--- config.mk ---
export PLATFORM = sky130hd
export DESIGN_NAME = mem_port_arbiter
export DESIGN_NICKNAME = d
export VERILOG_FILES = /design/src/rtl/mem_port_arbiter_pkg.sv /design/src/rtl/mem_port_arbiter_rr_pick.sv /design/src/rtl/mem_port_arbiter.sv
export SDC_FILE = /design/constraint.sdc
export NUM_CORES = 1
export LEC_CHECK = 0
export ABC_CLOCK_PERIOD_IN_PS = 2100
export CORE_ASPECT_RATIO = 1.4
export CORE_MARGIN = 3
export CORE_UTILIZATION = 37
export CTS_CLUSTER_SIZE = 8
export DETAILED_ROUTE_END_ITERATION = 6
export PLACE_DENSITY = 0.77
export SETUP_SLACK_MARGIN = 0.2
export SKIP_LAST_GASP = 1
export SYNTH_ARGS = -nofsm -noshare
export SYNTH_HDL_FRONTEND = slang
export SYNTH_SLANG_ARGS = --single-unit
--- constraint.sdc ---
create_clock -name clk -period 2.1 [get_ports clk]
set_clock_uncertainty 0.2 [all_clocks]
set_input_delay 0.315 -clock clk [delete_from_list [all_inputs] [get_ports clk]]
set_output_delay 0.315 -clock clk [all_outputs]
set_load 0.1 [all_outputs]
--- src/rtl/mem_port_arbiter_pkg.sv ---
// Shared definitions for the memory-port arbiter: FSM encodings and defaults.
package looper_defs;

  typedef enum logic [1:0] {
    IDLE  = 2'd0,
    ISSUE = 2'd1,
    WAIT  = 2'd2,
    RESP  = 2'd3
  } arb_state_e;

  localparam int unsigned DEF_MEM_LAT = 3;

endpackage

--- src/rtl/mem_port_arbiter_rr_pick.sv ---
// Combinational round-robin picker: the search starts one past last_gnt_i.
module rr_pick #(
  parameter  int unsigned N_REQ = 2,
  localparam int unsigned IDX_W = $clog2(N_REQ)
) (
  input  logic [N_REQ-1:0] req_i,
  input  logic [IDX_W-1:0] last_gnt_i,
  output logic [N_REQ-1:0] gnt_o,
  output logic             any_req_o
);

  int unsigned      idx;
  logic [IDX_W-1:0] sel;
  logic             found;

  assign any_req_o = |req_i;

  // Walk the requesters in rotating order and keep the first one asking.
  always_comb begin
    gnt_o = '0;
    found = 1'b0;
    idx   = 0;
    sel   = '0;
    for (int unsigned k = 1; k <= N_REQ; k++) begin
      idx = (32'(last_gnt_i) + k) % N_REQ;
      sel = IDX_W'(idx);
      if (!found && req_i[sel]) begin
        gnt_o[sel] = 1'b1;
        found      = 1'b1;
      end
    end
  end

endmodule

--- src/rtl/mem_port_arbiter.sv ---
// Round-robin sequencer sharing one fixed-latency, single-ported memory
// between N_REQ requesters; one access per grant, done pulse on completion.
module mem_port_arbiter
  import looper_defs::*;
#(
  parameter int unsigned N_REQ   = 2,
  parameter int unsigned ADDR_W  = 16,
  parameter int unsigned DATA_W  = 16,
  parameter int unsigned MEM_LAT = DEF_MEM_LAT
) (
  input  logic                      clk,
  input  logic                      rst,
  input  logic [N_REQ-1:0]          req,
  input  logic [N_REQ-1:0]          wr,
  input  logic [N_REQ*ADDR_W-1:0]   addr,
  input  logic [N_REQ*DATA_W-1:0]   wdata,
  output logic [N_REQ-1:0]          gnt,
  output logic [N_REQ-1:0]          done,
  output logic [DATA_W-1:0]         rdata,
  output logic                      mem_en,
  output logic                      mem_wr,
  output logic [ADDR_W-1:0]         mem_addr,
  output logic [DATA_W-1:0]         mem_wdata,
  input  logic [DATA_W-1:0]         mem_rdata
);

  localparam int unsigned      IDX_W    = $clog2(N_REQ);
  localparam int unsigned      CNT_W    = $clog2(MEM_LAT + 1);
  localparam logic [CNT_W-1:0] CNT_LAST = CNT_W'(MEM_LAT - 1);
  localparam logic [CNT_W-1:0] CNT_MAX  = CNT_W'(MEM_LAT);

  arb_state_e        state_q, state_d;
  // last_gnt doubles as the latched winner: it is written on every ISSUE entry
  // and only read as the owner while a transaction is in flight.
  logic [IDX_W-1:0]  last_q, last_d;
  logic              wr_q, wr_d;
  logic [ADDR_W-1:0] addr_q, addr_d;
  logic [DATA_W-1:0] wdata_q, wdata_d;
  logic [CNT_W-1:0]  cnt_q, cnt_d;

  logic [N_REQ-1:0]  pick_mask, pick_oh;
  logic [IDX_W-1:0]  pick_idx;
  logic              any_pick;
  logic              issue_go;

  // In RESP the current owner is masked so another requester can go back-to-back.
  assign pick_mask = req & ~gnt;

  rr_pick #(.N_REQ(N_REQ)) u_pick (
    .req_i      (pick_mask),
    .last_gnt_i (last_q),
    .gnt_o      (pick_oh),
    .any_req_o  (any_pick)
  );

  // Encode the one-hot pick into an index.
  always_comb begin
    pick_idx = '0;
    for (int unsigned i = 0; i < N_REQ; i++) begin
      if (pick_oh[i]) pick_idx = IDX_W'(i);
    end
  end

  // Next-state, latency counter and request latching.
  always_comb begin
    state_d  = state_q;
    last_d   = last_q;
    wr_d     = wr_q;
    addr_d   = addr_q;
    wdata_d  = wdata_q;
    cnt_d    = cnt_q;
    issue_go = 1'b0;
    case (state_q)
      IDLE:  if (any_pick) issue_go = 1'b1;
      ISSUE: begin
        if (MEM_LAT == 1) state_d = RESP;
        else              state_d = WAIT;
      end
      WAIT:  if (cnt_q == CNT_LAST) state_d = RESP;
      RESP: begin
        if (any_pick) issue_go = 1'b1;
        else          state_d  = IDLE;
      end
      default: state_d = IDLE;
    endcase
    if ((state_q == ISSUE || state_q == WAIT) && cnt_q != CNT_MAX) begin
      cnt_d = cnt_q + 1'b1;
    end
    if (issue_go) begin
      state_d = ISSUE;
      last_d  = pick_idx;
      wr_d    = wr[pick_idx];
      addr_d  = addr[pick_idx*ADDR_W +: ADDR_W];
      wdata_d = wdata[pick_idx*DATA_W +: DATA_W];
      cnt_d   = '0;
    end
  end

  // State registers with asynchronous clear.
  always_ff @(posedge clk or posedge rst) begin
    if (rst) begin
      state_q <= IDLE;
      last_q  <= IDX_W'(N_REQ - 1);
      wr_q    <= 1'b0;
      addr_q  <= '0;
      wdata_q <= '0;
      cnt_q   <= '0;
    end else begin
      state_q <= state_d;
      last_q  <= last_d;
      wr_q    <= wr_d;
      addr_q  <= addr_d;
      wdata_q <= wdata_d;
      cnt_q   <= cnt_d;
    end
  end

  // Outputs decoded from state; everything is zero while idle.
  always_comb begin
    gnt       = '0;
    done      = '0;
    rdata     = '0;
    mem_en    = 1'b0;
    mem_wr    = 1'b0;
    mem_addr  = '0;
    mem_wdata = '0;
    if (state_q != IDLE) begin
      gnt[last_q] = 1'b1;
      mem_wr      = wr_q;
      mem_addr    = addr_q;
      mem_wdata   = wdata_q;
    end
    if (state_q == ISSUE) mem_en = 1'b1;
    if (state_q == RESP) begin
      done[last_q] = 1'b1;
      if (!wr_q) rdata = mem_rdata;
    end
  end

endmodule

* Word level (Yosys, flattened, before mapping)
Index checks and enable logic that the tools add are counted.
** Word-level totals
- Register bits :: 38
- Input bits :: 86
- Output and inout bits :: 54
- Word-level logic and storage cells :: 74
** Cells by class
- $add $sub $neg :: 3
- Order comparisons :: 7
- Equality and inequality tests :: 7
- Shifts and indexed selects :: 2
- Muxes and demuxes :: 32
- Bitwise operators :: 3
- Reduce and logical (&&, ||, !) cells :: 14
** Operators with widths (number)
- two-way mux 16 bit :: 4
- variable part select 32 x 6 -> 16 bit :: 2
- two-way mux 2 bit :: 9
- two-way mux 1 bit :: 15
- less-than comparator 1 x 2 -> 1 bit (second input constant) :: 4
- == test 2 bit (second input constant) :: 3
- != test 3 bit (second input constant) :: 2
- one-hot mux 2 bit (3 select lines) :: 1
- logical AND 1 bit :: 5
- nonzero test 2 bit :: 2
- nonzero test 4 bit :: 1
- OR reduction 2 bit :: 2
- demux 1 bit (select 1 bit) :: 3
- greater-or-equal comparator 1 bit (second input constant) :: 3
- AND reduction 3 bit :: 1
- adder 1 bit (second input constant) :: 2
- adder 2 x 1 -> 2 bit (second input constant) :: 1
- AND 2 bit :: 1
- == test 2 x 1 -> 1 bit (second input constant) :: 1
- zero test 2 bit :: 1
- != test 2 bit (second input constant) :: 1
- inverter 2 bit :: 1
- bitwise OR 2 bit :: 1
- zero test 1 bit :: 1
- logical OR 1 bit :: 1

* Logic depth before layout (Yosys ltp)
Gate-level depths: netlist (run 1).
- Word-level depth :: 16
- Depth in mapped cells :: 8
- Gate-level depth less buffers :: 6

* Hierarchy
A second synthesis (run 1) with hierarchy kept.
** Unflattened totals
- Cell total of the unflattened synthesis :: 240
- Area total of the unflattened synthesis :: 2240.9 sq um
** By module, submodules not included
- mem_port_arbiter :: instances 1, cells each 236, area each 2215.9 sq um, seq. area each 952.2 sq um
- rr_pick :: instances 1, cells each 4, area each 25.0 sq um, seq. area each 0.0 sq um

* Worst setup path after synthesis (run 1)
Ideal clock, no wire load.
- Path type :: flip-flop to output port
- From :: register state_q[0]
- To :: output port gnt[1]
- Data arrival time :: 2423 ps
- Required time :: 1585 ps
- Setup slack :: -838 ps
- Cell stages (with the launch flop) :: 6
- Path buffers :: 2
- Cells stage by stage :: dfrtp_1 > inv_1 > ha_1 > clkbuf_1 > clkbuf_1 > nor2b_1
** On the way
- Cells in the longest elaborated chain, start to end :: 2
** RTL lines
- start: declaration :: RTL line mem_port_arbiter.sv:32 : arb_state_e state_q, state_d;
- start signal: assignment :: RTL line mem_port_arbiter.sv:109 : state_q <= state_d;
- nonzero test 2 bit :: RTL line mem_port_arbiter.sv:127 : if (state_q != IDLE) begin
- two-way mux 2 bit :: RTL line mem_port_arbiter.sv:127
- end: declaration :: RTL line mem_port_arbiter.sv:17 : output logic [N_REQ-1:0] gnt,
No other way between the ends.

* Final worst setup path (run 1)
- From :: register state_q[0]
- To :: register addr_q[12]
** On the way
- Cells in the longest elaborated chain, start to end :: 12
- Elaborated cells between the ends (all ways) :: 22
- Classes of those cells :: eq/ne: 1; shift: 1; mux: 11; bitwise: 3; reduce/logical: 6
** RTL lines
- nonzero test 2 bit :: RTL line mem_port_arbiter.sv:127
- two-way mux 2 bit :: RTL line mem_port_arbiter.sv:127
- inverter 2 bit :: RTL line mem_port_arbiter.sv:47 : assign pick_mask = req & ~gnt;
- AND 2 bit :: RTL line mem_port_arbiter.sv:47
- two-way mux 1 bit (not written as such) (2 in a row) :: RTL line mem_port_arbiter_rr_pick.sv:27 : if (!found && req_i[sel]) begin
- two-way mux 1 bit :: RTL line mem_port_arbiter_rr_pick.sv:27
- zero test 1 bit :: RTL line mem_port_arbiter_rr_pick.sv:27
- logical AND 1 bit :: RTL line mem_port_arbiter_rr_pick.sv:27
- two-way mux 2 bit :: RTL line mem_port_arbiter_rr_pick.sv:27
- two-way mux 1 bit :: RTL line mem_port_arbiter.sv:60 : if (pick_oh[i]) pick_idx = IDX_W'(i);
- variable part select 32 x 6 -> 16 bit :: RTL line mem_port_arbiter.sv:93 : addr_d = addr[pick_idx*ADDR_W +: ADDR_W];
- end signal: assignment :: RTL line mem_port_arbiter.sv:112 : addr_q <= addr_d;
- end: declaration :: RTL line mem_port_arbiter.sv:37 : logic [ADDR_W-1:0] addr_q, addr_d;
Several ways; a longest one is shown, not always the timed one. The select of a mux whose other input is x is not followed.
A chain may end at the register's enable or synchronous reset.

==> results of run 1 <==
timing repair:
| item | CTS | global route |
|---|---|---|
| resized for setup | 21 | 92 |
| setup buffers | 6 | 6 |
| pin swaps | 9 | 28 |
| hold buffers | 0 | 0 |
| gates cloned | 3 | 11 |
| endpoints found under the setup margin | 87 | 90 |
how the worst min path moves through the flow:
| stage | to | cells past startpoint | from |
|---|---|---|---|
| global placement | wdata_q[8]$_DFFE_PP0P_ | 2 | wdata_q[8]$_DFFE_PP0P_ |
| CTS | wdata_q[3]$_DFFE_PP0P_ | 3 | rst |
| floorplan | last_q$_DFFE_PP1P_ | 1 | req[0] |
| global route | wdata_q[5]$_DFFE_PP0P_ | 3 | rst |
| finish | wdata_q[3]$_DFFE_PP0P_ | 3 | rst |
| detailed placement | wdata_q[5]$_DFFE_PP0P_ | 2 | wdata_q[5]$_DFFE_PP0P_ |
per-stage QoR:
step	setup slack (ns)	cell area, um^2	hold WS, ns	utilization (%)	setup TNS (ns)
after global placement	0.0639	4680	0.264	79.3	0
final	-0.135	5500	0.172	93.2	-2.58
after CTS	0.0327	4950	0.202	83.9	0
after global routing	-0.162	5500	0.205	93.2	-4.82
after floorplan	0.0694	2680	0.178	-	0
after detailed placement	0.0224	4680	0.272	79.3	0
registers in the layout, summed over array words and instances (netlist names):
signal / count
state_q: 2
cnt_q: 2
wr_q: 1
wdata_q: 16
addr_q: 16
last_q: 1
cells in the mapped netlist, drive strengths merged, types with 6 or more instances:
library cell,count,share of area (%)
and2,17,4.6
buf,10,3.9
clkbuf,7,1.3
dfrtp,37,40
ha,6,3.3
inv,6,0.98
mux2i,33,14
nand2,37,6.1
nor2,6,0.98
nor2b,34,9.3
o21ai,37,8.1
worst register-to-register path, cell delays in order (launching register included):
cell and delay, ns:
dfrtp_1 0.44, inv_2 0.09, ha_4 0.25, buf_16 0.19, buf_8 0.13, o221ai_4 0.24
buf_6 0.22, clkbuf_16 0.18, nand2_2 0.07, o21ai_1 0.13
layer usage:
| layer | GRT usage (%) | share of wire, % | wire (um) |
|---|---|---|---|
| met5 | 0 | 0 | 0 |
| met2 | 46.2 | 56 | 7340 |
| met4 | 6.53 | 4.6 | 601 |
| met1 | 26.4 | 34 | 4460 |
| met3 | 3.16 | 5.9 | 781 |
layout make-up:
class,instances,area share (%)
Tap cell,70,1.59
Multi-Input combinational cell,184,32.4
Inverter,6,0.455
Sequential cell,38,17.3
Antenna cell,1,0.0455
Clock buffer,8,1.64
Timing Repair Buffer,177,46.5
cell families (layout without fill, tap and decap cells):
| kind of cell | Yosys count | after routing |
|---|---|---|
| and+or+nand+nor | 97 | 97 |
| other | 0 | 1 |
| adders and majority gates | 6 | 6 |
| buffers and inverters | 23 | 191 |
| DFF | 38 | 38 |
| muxes | 34 | 34 |
| AOI/OAI and AO/OA | 47 | 47 |
==> results_dict.tcl, run 1 <==
set metrics [dict create \
    path_buf_inv 5 \
    cpPeakStageDelay_ns 0.44 \
    setup.worst_path.start "state_q[0]$_DFFE_PP0P_" \
    synth_warnings 0 \
    dp_hpwl_um 6090 \
    drc 0 \
    worst_ep_arrival_time_ns 2.24 \
    r2r_start "state_q[0]$_DFFE_PP0P_" \
    cts.sinks 38 \
    worst-path-stages 9 \
    relSlewSlack_pct 74.6 \
    die_area_um2 7170 \
    cp-start-kind "register" \
    drv_slew 0 \
    setup_ws_ns -0.135 \
    r2r_slack_ns -0.13 \
    yosysSeqAreaShare_pct 41.6 \
    drtAntennaViolNets 0 \
    tritoncts "done" \
    rows 33 \
    clockRootBuffer "clkbuf_8" \
    synth_edf_count 0 \
    async_reset_ff_share_pct 100 \
    worstReg2RegEnd "addr_q[12]$_DFFE_PP0P_" \
    grt_pass1_wl_um 13200 \
    via_count 2727 \
    fillerInstances 168 \
    grt_use_total_pct 23.9 \
    crit_path_end "addr_q[12]$_DFFE_PP0P_" \
    hold_path.class "primary input to async pin" \
    syn-cell-area_um2 2290 \
    tightest_slew_ns 0.377 \
    timing.fmax_mhz 447 \
    finalSetupViolCount 64 \
    worst_skew_pair.late_latency_ns 0.30 \
    crit_type "register to register" \
    maxCapViolations 0 \
    cp_max_fo 6 \
    synth_top_family_by_area "simple AND/OR/NAND/NOR gates" \
    synth-adder-area-share_pct 3.28 \
    grt_pass1_vias 2558 \
    final_common_cell "clkdlybuf4s50_1" \
    path_cells "inv_2, ha_4, buf_16, buf_8, o221ai_4, buf_6, clkbuf_16, nand2_2, o21ai_1" \
    finish.net_count 504 \
    initial_utilization_pct 38.7 \
    ys.flop_type "dfrtp_1" \
    drt_iter0_drc 174 \
    crit_family "buffers and inverters" \
    seq_area_um2 953 \
    instances_no_fill 484 \
    worst_r2r_path_depth 9 \
    muxShareOfSynthArea_pct 15.1 \
    synth-simple-area-share_pct 21.8 \
    layout-drive-gt1-share_pct 49.6 \
    die_x_um 72.5 \
    h-tree-depth 2 \
    first_pass_iters 4 \
    netlist-cell-type-count 28 \
    die_y_um 99.0 \
    routabilityCongestion 0.847 \
    clk_pin_slew_ns 0.08 \
    crit_path_top_delay_cell "dfrtp_1" \
    status "finished, violations left" \
    min_period_ns 2.23 \
    placed_cells 449 \
    final_cell_mix "clkdlybuf4s50_1 (85), buf_12 (61), dfrtp_1 (36)" \
    grt_setup_unrepaired "yes" \
    wire_per_inst_um 27.2 \
    overflow 0 \
    grt_antenna_before_repair 0 \
    grt_max_degree 39 \
    syn_to_final_growth_pct 141 \
    port_buffers 139 \
    clk_path_buf_depth 2 \
    multiInputGateArea_um2 1780 \
    via_per_inst 5.63 \
    failed_checks "setup timing" \
    synth_compound_area_share_pct 12.0 \
    ioPinCount 140 \
    syn_inst 245 \
    core-area_um2 5900 \
    finalHoldViolCount 0 \
    cp.required_ns 2.11 \
    synthesis.nets 337 \
    period_share_pct 106 \
    cts-buffers-inserted 5 \
    critPathCaptureType "register" \
    synth_xor_area_share_pct 0 \
    synth.avg_cell_area_um2 9.34 \
    ys_seq_elements 38 \
    totalWireLength_um 13200 \
]
Power of run 1 is left out: the tool's default activity adds up to more than one toggle a clock period on the data nets, which glitch-free logic cannot reach.
==> inputs of run 2 (changes only) <==
--- a/config.mk
+++ b/config.mk
@@ -14,6 +14,7 @@
 export PLACE_DENSITY = 0.77
 export SETUP_SLACK_MARGIN = 0.2
 export SKIP_LAST_GASP = 1
+export SLEW_MARGIN = 10
 export SYNTH_ARGS = -nofsm -noshare
 export SYNTH_HDL_FRONTEND = slang
 export SYNTH_SLANG_ARGS = --single-unit
==> constraint.sdc (replaced) <==
create_clock -name clk -period 2.1 [get_ports clk]
set_clock_uncertainty 0.2 [all_clocks]
set_input_delay 0.315 -clock clk [delete_from_list [all_inputs] [get_ports clk]]
set_output_delay 0.315 -clock clk [all_outputs]
set_load 0.05 [all_outputs]
==> run 2 against run 1 <==
  * The run still ends with setup timing left
  * Critical endpoint is now addr_q[10]$_DFFE_PP0P_
  * Setup slack improved by 0.11 ns
  * Register-to-register slack improved by 0.11 ns
  * Hold slack improved by 0.13 ns
  * Sequential share of layout area increased by 1.1 points
  * Cell count increased by 0.21%
  * Core utilization decreased by 5.5 points
  * Routed wire length decreased by 18%
  * Sequential cell count unchanged
  * Global-route usage decreased by 2.4 points
  * First-iteration DRC count decreased by 34%
  * Via count decreased by 4.3%
  * Non-clock buffer count increased by 2
==> results_dict.tcl, run 2 (synthesized netlist as in run 1, its figures left out) <==
set metrics [dict create \
    status "finished, violations left" \
    failed_checks "setup timing" \
    finalHoldViolCount 0 \
    reg_top3 "addr_q: 16 flops, wdata_q: 16 flops" \
    initial_utilization_pct 38.7 \
    final_common_cell "clkdlybuf4s50_1" \
    cp.required_ns 2.08 \
    clk_pin_slew_ns 0.09 \
    core-area_um2 5900 \
    h-tree-depth 2 \
    worst_ep_arrival_time_ns 2.10 \
    seq_area_um2 952 \
    rows 33 \
    cp-start-kind "register" \
    antenna_cells 0 \
    finalInstanceArea_um2 5180 \
    drv_slew 0 \
    syn_to_final_growth_pct 126 \
    clockRootBuffer "clkbuf_8" \
    port_buffers 139 \
    die_area_um2 7170 \
    path_cells "inv_2, ha_4, nand2b_4, a21boi_4, buf_12, clkbuf_16, mux2i_1, o21ai_1" \
    final_cell_mix "clkdlybuf4s50_1 (85), dfrtp_1 (37), buf_6 (30)" \
    totalWireLength_um 10800 \
    timing.fmax_mhz 471 \
    finalSetupViolCount 2 \
    grt_use_total_pct 21.5 \
    cp_max_fo 7 \
    crit_family "buffers and inverters" \
    die_x_um 72.5 \
    dp_hpwl_um 5620 \
    period_share_pct 101 \
    fillerInstances 254 \
    dp_slack_ns -0.00330 \
    clk_path_buf_depth 2 \
    cts-buffers-inserted 5 \
    r2r_slack_ns -0.02 \
    tightest_slew_ns 0.502 \
    first_pass_iters 4 \
    setup_ws_ns -0.0231 \
    hold_path.class "primary input to async pin" \
    via_count 2611 \
    via_per_inst 5.38 \
    crit_type "register to register" \
    grt_setup_unrepaired "yes" \
    drc 0 \
    grt_max_degree 39 \
    routabilityCongestion 0.943 \
    multiInputGateArea_um2 1740 \
    crit_path_top_delay_cell "dfrtp_1" \
    cpPeakStageDelay_ns 0.43 \
    drtAntennaViolNets 0 \
    final_core_util_pct 87.7 \
    ir_drop_mv 1.04 \
    place_area_um2 4070 \
    die_y_um 99.0 \
    powerDensity_nw_per_um2 1880 \
    tritoncts "done" \
    grt_antenna_before_repair 0 \
    r2r_start "state_q[1]$_DFFE_PP0P_" \
    worstReg2RegEnd "addr_q[10]$_DFFE_PP0P_" \
    cts.sinks 38 \
    worst_skew_pair.late_latency_ns 0.29 \
    critPathCaptureType "register" \
    p_leak_nw 2.27 \
    min_period_ns 2.12 \
    overflow 0 \
    maxCapViolations 0 \
    path_buf_inv 3 \
    relSlewSlack_pct 66.5 \
    grt_pass1_vias 2451 \
    ioPinCount 140 \
    drt_iter0_drc 114 \
    finish.net_count 506 \
    grt_pass1_wl_um 12100 \
    layout-drive-gt1-share_pct 52.5 \
    wire_per_inst_um 22.3 \
    worst_r2r_path_depth 8 \
]
## run 2: worst max-delay path by stage
stage                                       from                 endpoint  slack (ns)  depth (start not counted)
after floorplan           state_q[0]$_DFFE_PP0P_             mem_addr[15]        0.01                          4
after CTS                 state_q[1]$_DFFE_PP0P_            mem_wdata[13]        0.09                          5
after detailed placement                  req[0]  wdata_q[15]$_DFFE_PP0P_      -0.003                          6
after global routing      state_q[0]$_DFFE_PP0P_   addr_q[10]$_DFFE_PP0P_       -0.07                          8
after global placement                    req[0]  wdata_q[15]$_DFFE_PP0P_        0.03                          6
final                     state_q[1]$_DFFE_PP0P_   addr_q[10]$_DFFE_PP0P_       -0.02                          8
## run 2: layer usage
metal	up-vias	track usage, %	part of all wire, %
met5	-	0	0
met2	104	41.5	57
li1	1161	-	-
met4	0	7.24	3.6
met1	1313	22.2	34
met3	33	4.18	4.5
## run 2: per-stage QoR
stage	power [mW]	hold WS [ns]	cells	setup TNS (ns)
floorplan	4.93	0.178	245	0
global placement	6.42	0.256	452	0
detailed placement	6.52	0.264	452	-0.00330
CTS	7.57	0.255	470	0
global route	10.1	0.327	485	-0.399
finish	9.76	0.302	485	-0.0350
## run 2: power by group
part / internal (mW) / total [mW] / switching [mW]
clock: 0.264 / 0.550 / 0.286
combinational: 3.64 / 7.78 / 4.14
sequential: 1.11 / 1.43 / 0.316
## run 2: area by class of cell
cell class / instances / share of cell area (%)
well taps: 70 / 1.69
inverters: 6 / 0.435
clock inverters: 2 / 0.242
repair buffers: 179 / 44.1
flip-flops and latches: 38 / 18.4
clock buffers: 6 / 1.59
multi-input cells: 184 / 33.6
## run 2: what timing repair did
item,4_1_cts,5_1_grt
setup endpoints to repair,83,89
hold buffers,0,0
gates cloned,3,11
setup buffers,7,4
pin swaps,18,25
resized for setup,40,150
## run 2: worst min-delay path: stages
cell and delay, ns:
clkdlybuf4s50_1 0.43, inv_1 0.08, buf_4 0.44
Note: power is estimated with default switching activity, not from simulation.
